## config.mk

```make
export PLATFORM = sky130hd
export DESIGN_NAME = rtmq_fifo_bram
export DESIGN_NICKNAME = d
export VERILOG_FILES = /design/src/rtl/rtmq_fifo_bram.sv
export SDC_FILE = /design/constraint.sdc
export NUM_CORES = 1
export LEC_CHECK = 0
export CAP_MARGIN = 25
export CORE_MARGIN = 2
export CORE_UTILIZATION = 62
export CTS_BUF_LIST = sky130_fd_sc_hd__clkbuf_2
export DETAILED_ROUTE_END_ITERATION = 8
export PLACE_DENSITY = 0.86
export SLEW_MARGIN = 20
export SYNTH_ARGS = -nofsm -noshare
export SYNTH_HDL_FRONTEND = slang
export SYNTH_SLANG_ARGS = --single-unit
```

## constraint.sdc

```tcl
create_clock -name clk -period 5.55 [get_ports clk]
set_input_delay 0.8325 -clock clk [delete_from_list [all_inputs] [get_ports clk]]
set_output_delay 0.8325 -clock clk [all_outputs]
set_load 0.03 [all_outputs]
```

## src/rtl/rtmq_fifo_bram.sv

```systemverilog
// RTMQ register-bus FIFO peripheral: write ADDR to push, read ADDR as an operand to pop,
// read ADDR_STA for occupancy plus clear-on-read overflow/underflow flags.
module rtmq_fifo_bram #(
  parameter int ADDR     = 0,
  parameter int ADDR_STA = 1,
  parameter int N_DPT    = 16,
  parameter int W_PTR    = 4,
  parameter int W_ADR    = 8,
  parameter int W_REG    = 32,
  parameter int W_ALU    = W_REG + 3 * W_ADR + 3
) (
  input  logic             clk,
  input  logic             rst,
  input  logic [W_ALU-1:0] alu_out,
  output logic [W_REG-1:0] fifo_out,
  output logic [W_REG-1:0] sta_out
);

  localparam int W_CNT = W_PTR + 1;
  localparam logic [W_ADR-1:0] ADR_DAT = W_ADR'(ADDR);
  localparam logic [W_ADR-1:0] ADR_STA = W_ADR'(ADDR_STA);
  localparam logic [W_CNT-1:0] CNT_FULL = W_CNT'(N_DPT);
  localparam logic [W_CNT-1:0] CNT_ZERO = W_CNT'(0);

  // Bus layout, LSB first: result, RD address, operand A, operand B, RD enable, A valid, B valid.
  logic [W_REG-1:0] bus_res;
  logic [W_ADR-1:0] bus_rd_adr, bus_opa_adr, bus_opb_adr;
  logic             bus_rd_en, bus_opa_vld, bus_opb_vld;

  assign bus_res     = alu_out[W_REG-1:0];
  assign bus_rd_adr  = alu_out[W_REG +: W_ADR];
  assign bus_opa_adr = alu_out[W_REG + W_ADR +: W_ADR];
  assign bus_opb_adr = alu_out[W_REG + 2 * W_ADR +: W_ADR];
  assign bus_rd_en   = alu_out[W_REG + 3 * W_ADR];
  assign bus_opa_vld = alu_out[W_REG + 3 * W_ADR + 1];
  assign bus_opb_vld = alu_out[W_REG + 3 * W_ADR + 2];

  logic [W_REG-1:0] mem [N_DPT];

  logic             f_pop_d, f_pop_q, f_psh_d, f_psh_q, f_sta_d, f_sta_q;
  logic [W_REG-1:0] d_psh_d, d_psh_q;
  logic [W_PTR-1:0] rd_ptr_d, rd_ptr_q, wr_ptr_d, wr_ptr_q;
  logic [W_CNT-1:0] cnt_d, cnt_q;
  logic             ovf_d, ovf_q, udf_d, udf_q;
  logic [W_REG-1:0] fifo_out_d, fifo_out_q, sta_out_d, sta_out_q;
  logic             pop_ok, psh_ok;

  always_comb begin
    f_pop_d = (bus_opa_vld && (bus_opa_adr == ADR_DAT)) ||
              (bus_opb_vld && (bus_opb_adr == ADR_DAT));
    f_sta_d = (bus_opa_vld && (bus_opa_adr == ADR_STA)) ||
              (bus_opb_vld && (bus_opb_adr == ADR_STA));
    f_psh_d = bus_rd_en && (bus_rd_adr == ADR_DAT);
    if (f_psh_d) begin
      d_psh_d = bus_res;
    end else begin
      d_psh_d = d_psh_q;
    end
  end

  always_comb begin
    pop_ok   = f_pop_q && (cnt_q != CNT_ZERO);
    // A full queue still accepts a push when a pop frees a slot in the same cycle.
    psh_ok   = f_psh_q && ((cnt_q != CNT_FULL) || pop_ok);
    rd_ptr_d = rd_ptr_q + W_PTR'(pop_ok);
    wr_ptr_d = wr_ptr_q + W_PTR'(psh_ok);
    cnt_d    = cnt_q + W_CNT'(psh_ok) - W_CNT'(pop_ok);

    if (f_psh_q && !psh_ok) begin
      ovf_d = 1'b1;
    end else if (f_sta_q) begin
      ovf_d = 1'b0;
    end else begin
      ovf_d = ovf_q;
    end
    if (f_pop_q && (cnt_q == CNT_ZERO)) begin
      udf_d = 1'b1;
    end else if (f_sta_q) begin
      udf_d = 1'b0;
    end else begin
      udf_d = udf_q;
    end

    // The word being written this cycle becomes the head when it lands at the next read slot.
    if (cnt_d == CNT_ZERO) begin
      fifo_out_d = '0;
    end else if (psh_ok && (wr_ptr_q == rd_ptr_d)) begin
      fifo_out_d = d_psh_q;
    end else begin
      fifo_out_d = mem[rd_ptr_d];
    end

    sta_out_d            = '0;
    sta_out_d[W_CNT-1:0] = cnt_d;
    sta_out_d[16]        = (cnt_d == CNT_ZERO);
    sta_out_d[17]        = (cnt_d == CNT_FULL);
    sta_out_d[18]        = ovf_d;
    sta_out_d[19]        = udf_d;
  end

  always_ff @(posedge clk) begin
    if (!rst && psh_ok) begin
      mem[wr_ptr_q] <= d_psh_q;
    end
  end

  always_ff @(posedge clk) begin
    if (rst) begin
      f_pop_q    <= 1'b0;
      f_psh_q    <= 1'b0;
      f_sta_q    <= 1'b0;
      d_psh_q    <= '0;
      rd_ptr_q   <= '0;
      wr_ptr_q   <= '0;
      cnt_q      <= '0;
      ovf_q      <= 1'b0;
      udf_q      <= 1'b0;
      fifo_out_q <= '0;
      sta_out_q  <= W_REG'(32'h0001_0000);
    end else begin
      f_pop_q    <= f_pop_d;
      f_psh_q    <= f_psh_d;
      f_sta_q    <= f_sta_d;
      d_psh_q    <= d_psh_d;
      rd_ptr_q   <= rd_ptr_d;
      wr_ptr_q   <= wr_ptr_d;
      cnt_q      <= cnt_d;
      ovf_q      <= ovf_d;
      udf_q      <= udf_d;
      fifo_out_q <= fifo_out_d;
      sta_out_q  <= sta_out_d;
    end
  end

  assign fifo_out = fifo_out_q;
  assign sta_out  = sta_out_q;

endmodule
```

## After elaboration in Yosys (flattened, before gate mapping)

Memories as Yosys holds them, arrays and structs flattened. A register that Yosys moved wholly into a read port is not among the register bits.
Index checks and enable logic that the tools add are counted.

- Logic and storage cells: 48
- Bits in registers: 82
- Input port bits: 61
- Output and inout bits: 64
- Bits in writable memories: 512
- Memories: 1

- Mux-type cells: 6
- Add/sub/neg operators: 4
- Reductions and logical operators: 22
- Equality and inequality tests: 4

Memories:

| name | words | bits a word | read ports | clocked after Yosys merged registers in | wr ports | line | source |
|---|---|---|---|---|---|---|---|
| mem | 16 | 32 | 1 | 1 | 1 | 38 | `logic [W_REG-1:0] mem [N_DPT];` |

Operators by type and width:

| kind | number |
|---|---|
| 8-bit zero test | 3 |
| 8-bit by 1-bit equality test with 1-bit output, second input constant | 2 |
| 1-bit logical AND | 10 |
| 5-bit zero test | 2 |
| 4-bit by 1-bit adder with 4-bit output | 2 |
| 1-bit 2-to-1 mux | 6 |
| 5-bit by 1-bit adder with 5-bit output | 1 |
| 5-bit equality test, second input constant | 1 |
| 5-bit inequality test, second input constant | 1 |
| 5-bit nonzero test | 1 |
| 5-bit by 1-bit subtractor with 5-bit output | 1 |
| 1-bit logical OR | 3 |
| 1-bit zero test | 2 |
| 2-bit OR reduction | 1 |

## Depth between registers and ports, before layout

- Depth after elaboration: 8
- Gate-level depth with buffers: 14
- Mapped depth without buffers: 13

## Worst setup path before layout

Ideal clock, no wire load.

- Path kind: register to register
- Start: reg cnt_q[2]
- End: mem mem[0][0], enable pin
- Arrival time: 3.955 ns
- Stages on the path, launching flop included: 7
- Setup slack: 1.134 ns
- Buffers on the path: 0
- Path through: dfxtp_1 inv_1 ha_1 nor3b_2 a31o_2 or4_1 nor3_1

- Longest elaborated chain between the ends: 7
- Elaborated cells between the ends (all ways): 8
- Classes of those cells: 1 x eq/ne; 2 x mux; 5 x reduce/logical

RTL lines:

| what | line | source |
|---|---|---|
| from (decl) | 43 | `logic [W_CNT-1:0] cnt_d, cnt_q;` |
| from (signal assigned) | 127 | `cnt_q <= cnt_d;` |
| 5-bit nonzero test | 62 | `pop_ok = f_pop_q && (cnt_q != CNT_ZERO);` |
| 1-bit logical AND | 62 |  |
| 1-bit logical OR (*) | 64 | `psh_ok = f_psh_q && ((cnt_q != CNT_FULL) \|\| pop_ok);` |
| 1-bit logical AND (*) | 64 |  |
| 1-bit logical AND (*) | 102 | `if (!rst && psh_ok) begin` |
| 1-bit 2-to-1 mux (*) | 102 |  |
| 1-bit 2-to-1 mux (not written as such) (*) | 103 | `mem[wr_ptr_q] <= d_psh_q;` |
| to (decl) | 38 |  |

Mark *: on every way between the ends. The rest lies on a longest branch, timed or not.

## Final worst setup path

- Start: reg cnt_q[3]
- End: reg fifo_out_q[18] (netlist: fifo_out[18]), read port of mem

- Elaborated cells between the ends (all ways): 10
- Classes of those cells: 3 x add/sub; 1 x eq/ne; 6 x reduce/logical

RTL lines:

| what | line | source |
|---|---|---|
| 5-bit nonzero test | 62 |  |
| 1-bit logical AND | 62 |  |
| 4-bit by 1-bit adder with 4-bit output | 65 | `rd_ptr_d = rd_ptr_q + W_PTR'(pop_ok);` |
| named net rd_ptr_d[1] | 42 | `logic [W_PTR-1:0] rd_ptr_d, rd_ptr_q, wr_ptr_d, wr_ptr_q;` |
| to (decl) | 45 | `logic [W_REG-1:0] fifo_out_d, fifo_out_q, sta_out_d, sta_out_q;` |

The timed path passes the listed nets, and every way through them passes these cells.
A chain may end at the register's enable or synchronous reset.

==> qor.yml <==
status: "finished clean"
drtIter0Drc: 1284
postCtsResizedCells: 0
ctsHoldBuffers: 0
io_pins: 125
cp-start-kind: "flop"
wirelength_um: 48500
maxSlewViolCount: 0
synth_top_cells_by_count: "edfxtp_1, mux4_2, dfxtp_1"
syn_inst: 1182
clockBufferDepth: 3
layout_min_cycle_time_ns: 3.71
core_area_mm2: 0.0366
synth_area_mm2: 0.0230
multi_input_area_mm2: 0.00556
max-slew-margin-rel_pct: 35.5
cp.arrival_ns: 4.65
vias: 12253
cts_num_sinks: 596
crit_type: "flop to flop"
drt-pass1-iter-count: 6
timing.final.crit_share_pct: 66.8
place_congestion: 0.756
rows: 70
cp_max_fo: 52
initial_core_util_pct: 62.9
ys_ff_latch: 596
fmax_ghz: 0.270
p_per_area_mw_per_mm2: 304
clk_latency_ns: 1.08
worstSetupEndpointType: "flop"
routed_via_density: 6.19
setup_viol: 0
dieArea_mm2: 0.0387
syn_area_per_cell_um2: 19.5
drv_cap: 0
register_area_mm2: 0.0171
cts_root_buf: "clkbuf_2"
ys.flop_type: "edfxtp_1"
cts_tree: "yes"
antenna_found_initial: 1
worst_hold_path_type: "primary input to flop"
grt_first_pass_wirelength_um: 73400
ys_seq_area_share_pct: 74.1
htree_levels: 4
reg2reg_slack_ns: 1.84
synth_top_area_share_pct: 66.8
fillCellCount: 2127
drc: 0
die_h_um: 197
p_leak_uw: 0.00880
setup-tns-final_ns: 0
finalNetCount: 1463
yosys-top-cells-area: "edfxtp_1, mux4_2, dfxtp_1, a21oi_1, mux2i_1"
numCtsBuffers: 143
hold_viol_final: 0
grt_pass1_vias: 12701
synth-edff-count: 512
yosysTopAreaCell: "edfxtp_1"
tightest_slew_ns: 0.965
dp_hpwl_um: 26700
ant_nets: 0
yosysMostFrequentCell: "edfxtp_1"
drive_gt1_share_pct: 27.7
post_cts_buffers: 0
port_buffers: 101
synthArstFlopShare_pct: 0
skew_ns: 0.0787
die_width_um: 197
grt_max_degree: 59
grt.overflow.total: 0
track_usage_pct: 26.1
yosysWarnings: 0
required_ns: 6.50
wl_per_cell_um: 24.5
area_growth_pct: 13.0
hold_ws_ns: 0.311
cts.clk_slew.worst_paths_ns: 0.11
ir_worst_vdd_v: 0.000164
rsz0062_at_grt: "false"
yosys.cell_types.count: 48
## worst max-delay path, cell delays in order, from the launching register on
cell      delay (ns)
dfxtp_1         0.35
inv_1           0.09
ha_1            0.17
nand2_1         0.06
o21ai_0         0.18
inv_1           0.11
ha_4            0.18
ha_4            0.78
buf_4           0.51
mux4_2          0.38
nor2b_1         0.15
a211oi_1        0.31
a21oi_1         0.07
a22o_1          0.22
## logic make-up after synthesis
| logic type | count (synthesis) | share of synthesized area (%) |
|---|---|---|
| and+or+nand+nor | 161 | 3.52 |
| adders and majority gates | 10 | 0.576 |
| other | 1 | 0.0163 |
| muxes | 160 | 14.0 |
| AOI/OAI and AO/OA | 143 | 4.33 |
| xor gates and xnor gates | 12 | 0.614 |
| DFF | 596 | 74.1 |
| buffers and inverters | 99 | 2.86 |
## layout by cell type (no fill, tap or decap), types with 9 or more instances in the layout
cell / count
a211oi_1: 32
a21oi_1: 69
a22o_1: 32
buf_4: 30
clkbuf_2: 209
clkdlybuf4s50_1: 100
clkinv_1: 32
conb_1: 23
dfxtp_1: 84
edfxtp_1: 512
mux2i_1: 32
mux4_2: 121
nand2_1: 68
nor2_1: 9
nor2_4: 12
nor2b_1: 39
## flip-flops by register name (all words and copies together) (netlist names)
signal / count
cnt_q: 4
wr_ptr_q: 4
sta_out: 4
mem: 512
rd_ptr_q: 4
f_sta_q: 1
fifo_out: 32
f_pop_q: 1
udf_q: 1
d_psh_q: 32
f_psh_q: 1
## metrics by stage
step | setup WS [ns] | area, um^2 | std cells | total power [uW] | util [%]
floorplan | 1.13 | 23100 | 1204 | 4930 | -
global placement | 1.97 | 24500 | 1714 | 4960 | 67.0
detailed placement | 1.90 | 24500 | 1714 | 4970 | 67.0
CTS | 1.88 | 26000 | 1977 | 7970 | 71.0
global route | 1.61 | 26000 | 1980 | 8180 | 71.1
finish | 1.84 | 26000 | 1980 | 7900 | 71.1
## final cells by class
cell class | count | area share [%]
Clock inverter | 54 | 1.63
Antenna cell | 2 | 0.0192
Timing Repair Buffer | 135 | 5.07
Multi-Input combinational cell | 509 | 21.4
Inverter | 7 | 0.101
Tap cell | 468 | 2.25
Clock buffer | 209 | 4.02
Sequential cell | 596 | 65.6
## power by group
group          switching (uW)  total [uW]  internal, uW  leakage, uW
registers                1.51        4790          4790      0.00571
logic                    38.1        77.2          39.1      0.00203
clock network            1690        3040          1350      0.00106
## routing by layer
layer | track usage [%] | wire, um | up-vias
li1 | - | - | 5240
met1 | 34.7 | 18000 | 6214
met2 | 42.2 | 24500 | 702
met3 | 6.42 | 4930 | 97
met4 | 10.2 | 1150 | 0
met5 | 0 | 0 | -
## final timing paths
check / start / endpoint / cells past startpoint
setup / recovery: cnt_q[3] / fifo_out[18] / 13
hold / removal: alu_out[4] / d_psh_q[4] / 3
setup reg to reg: cnt_q[3] / fifo_out[18] / 13
hold reg to reg: sta_out[18] / sta_out[18] / 2
Note: power is estimated with default switching activity, not from simulation.
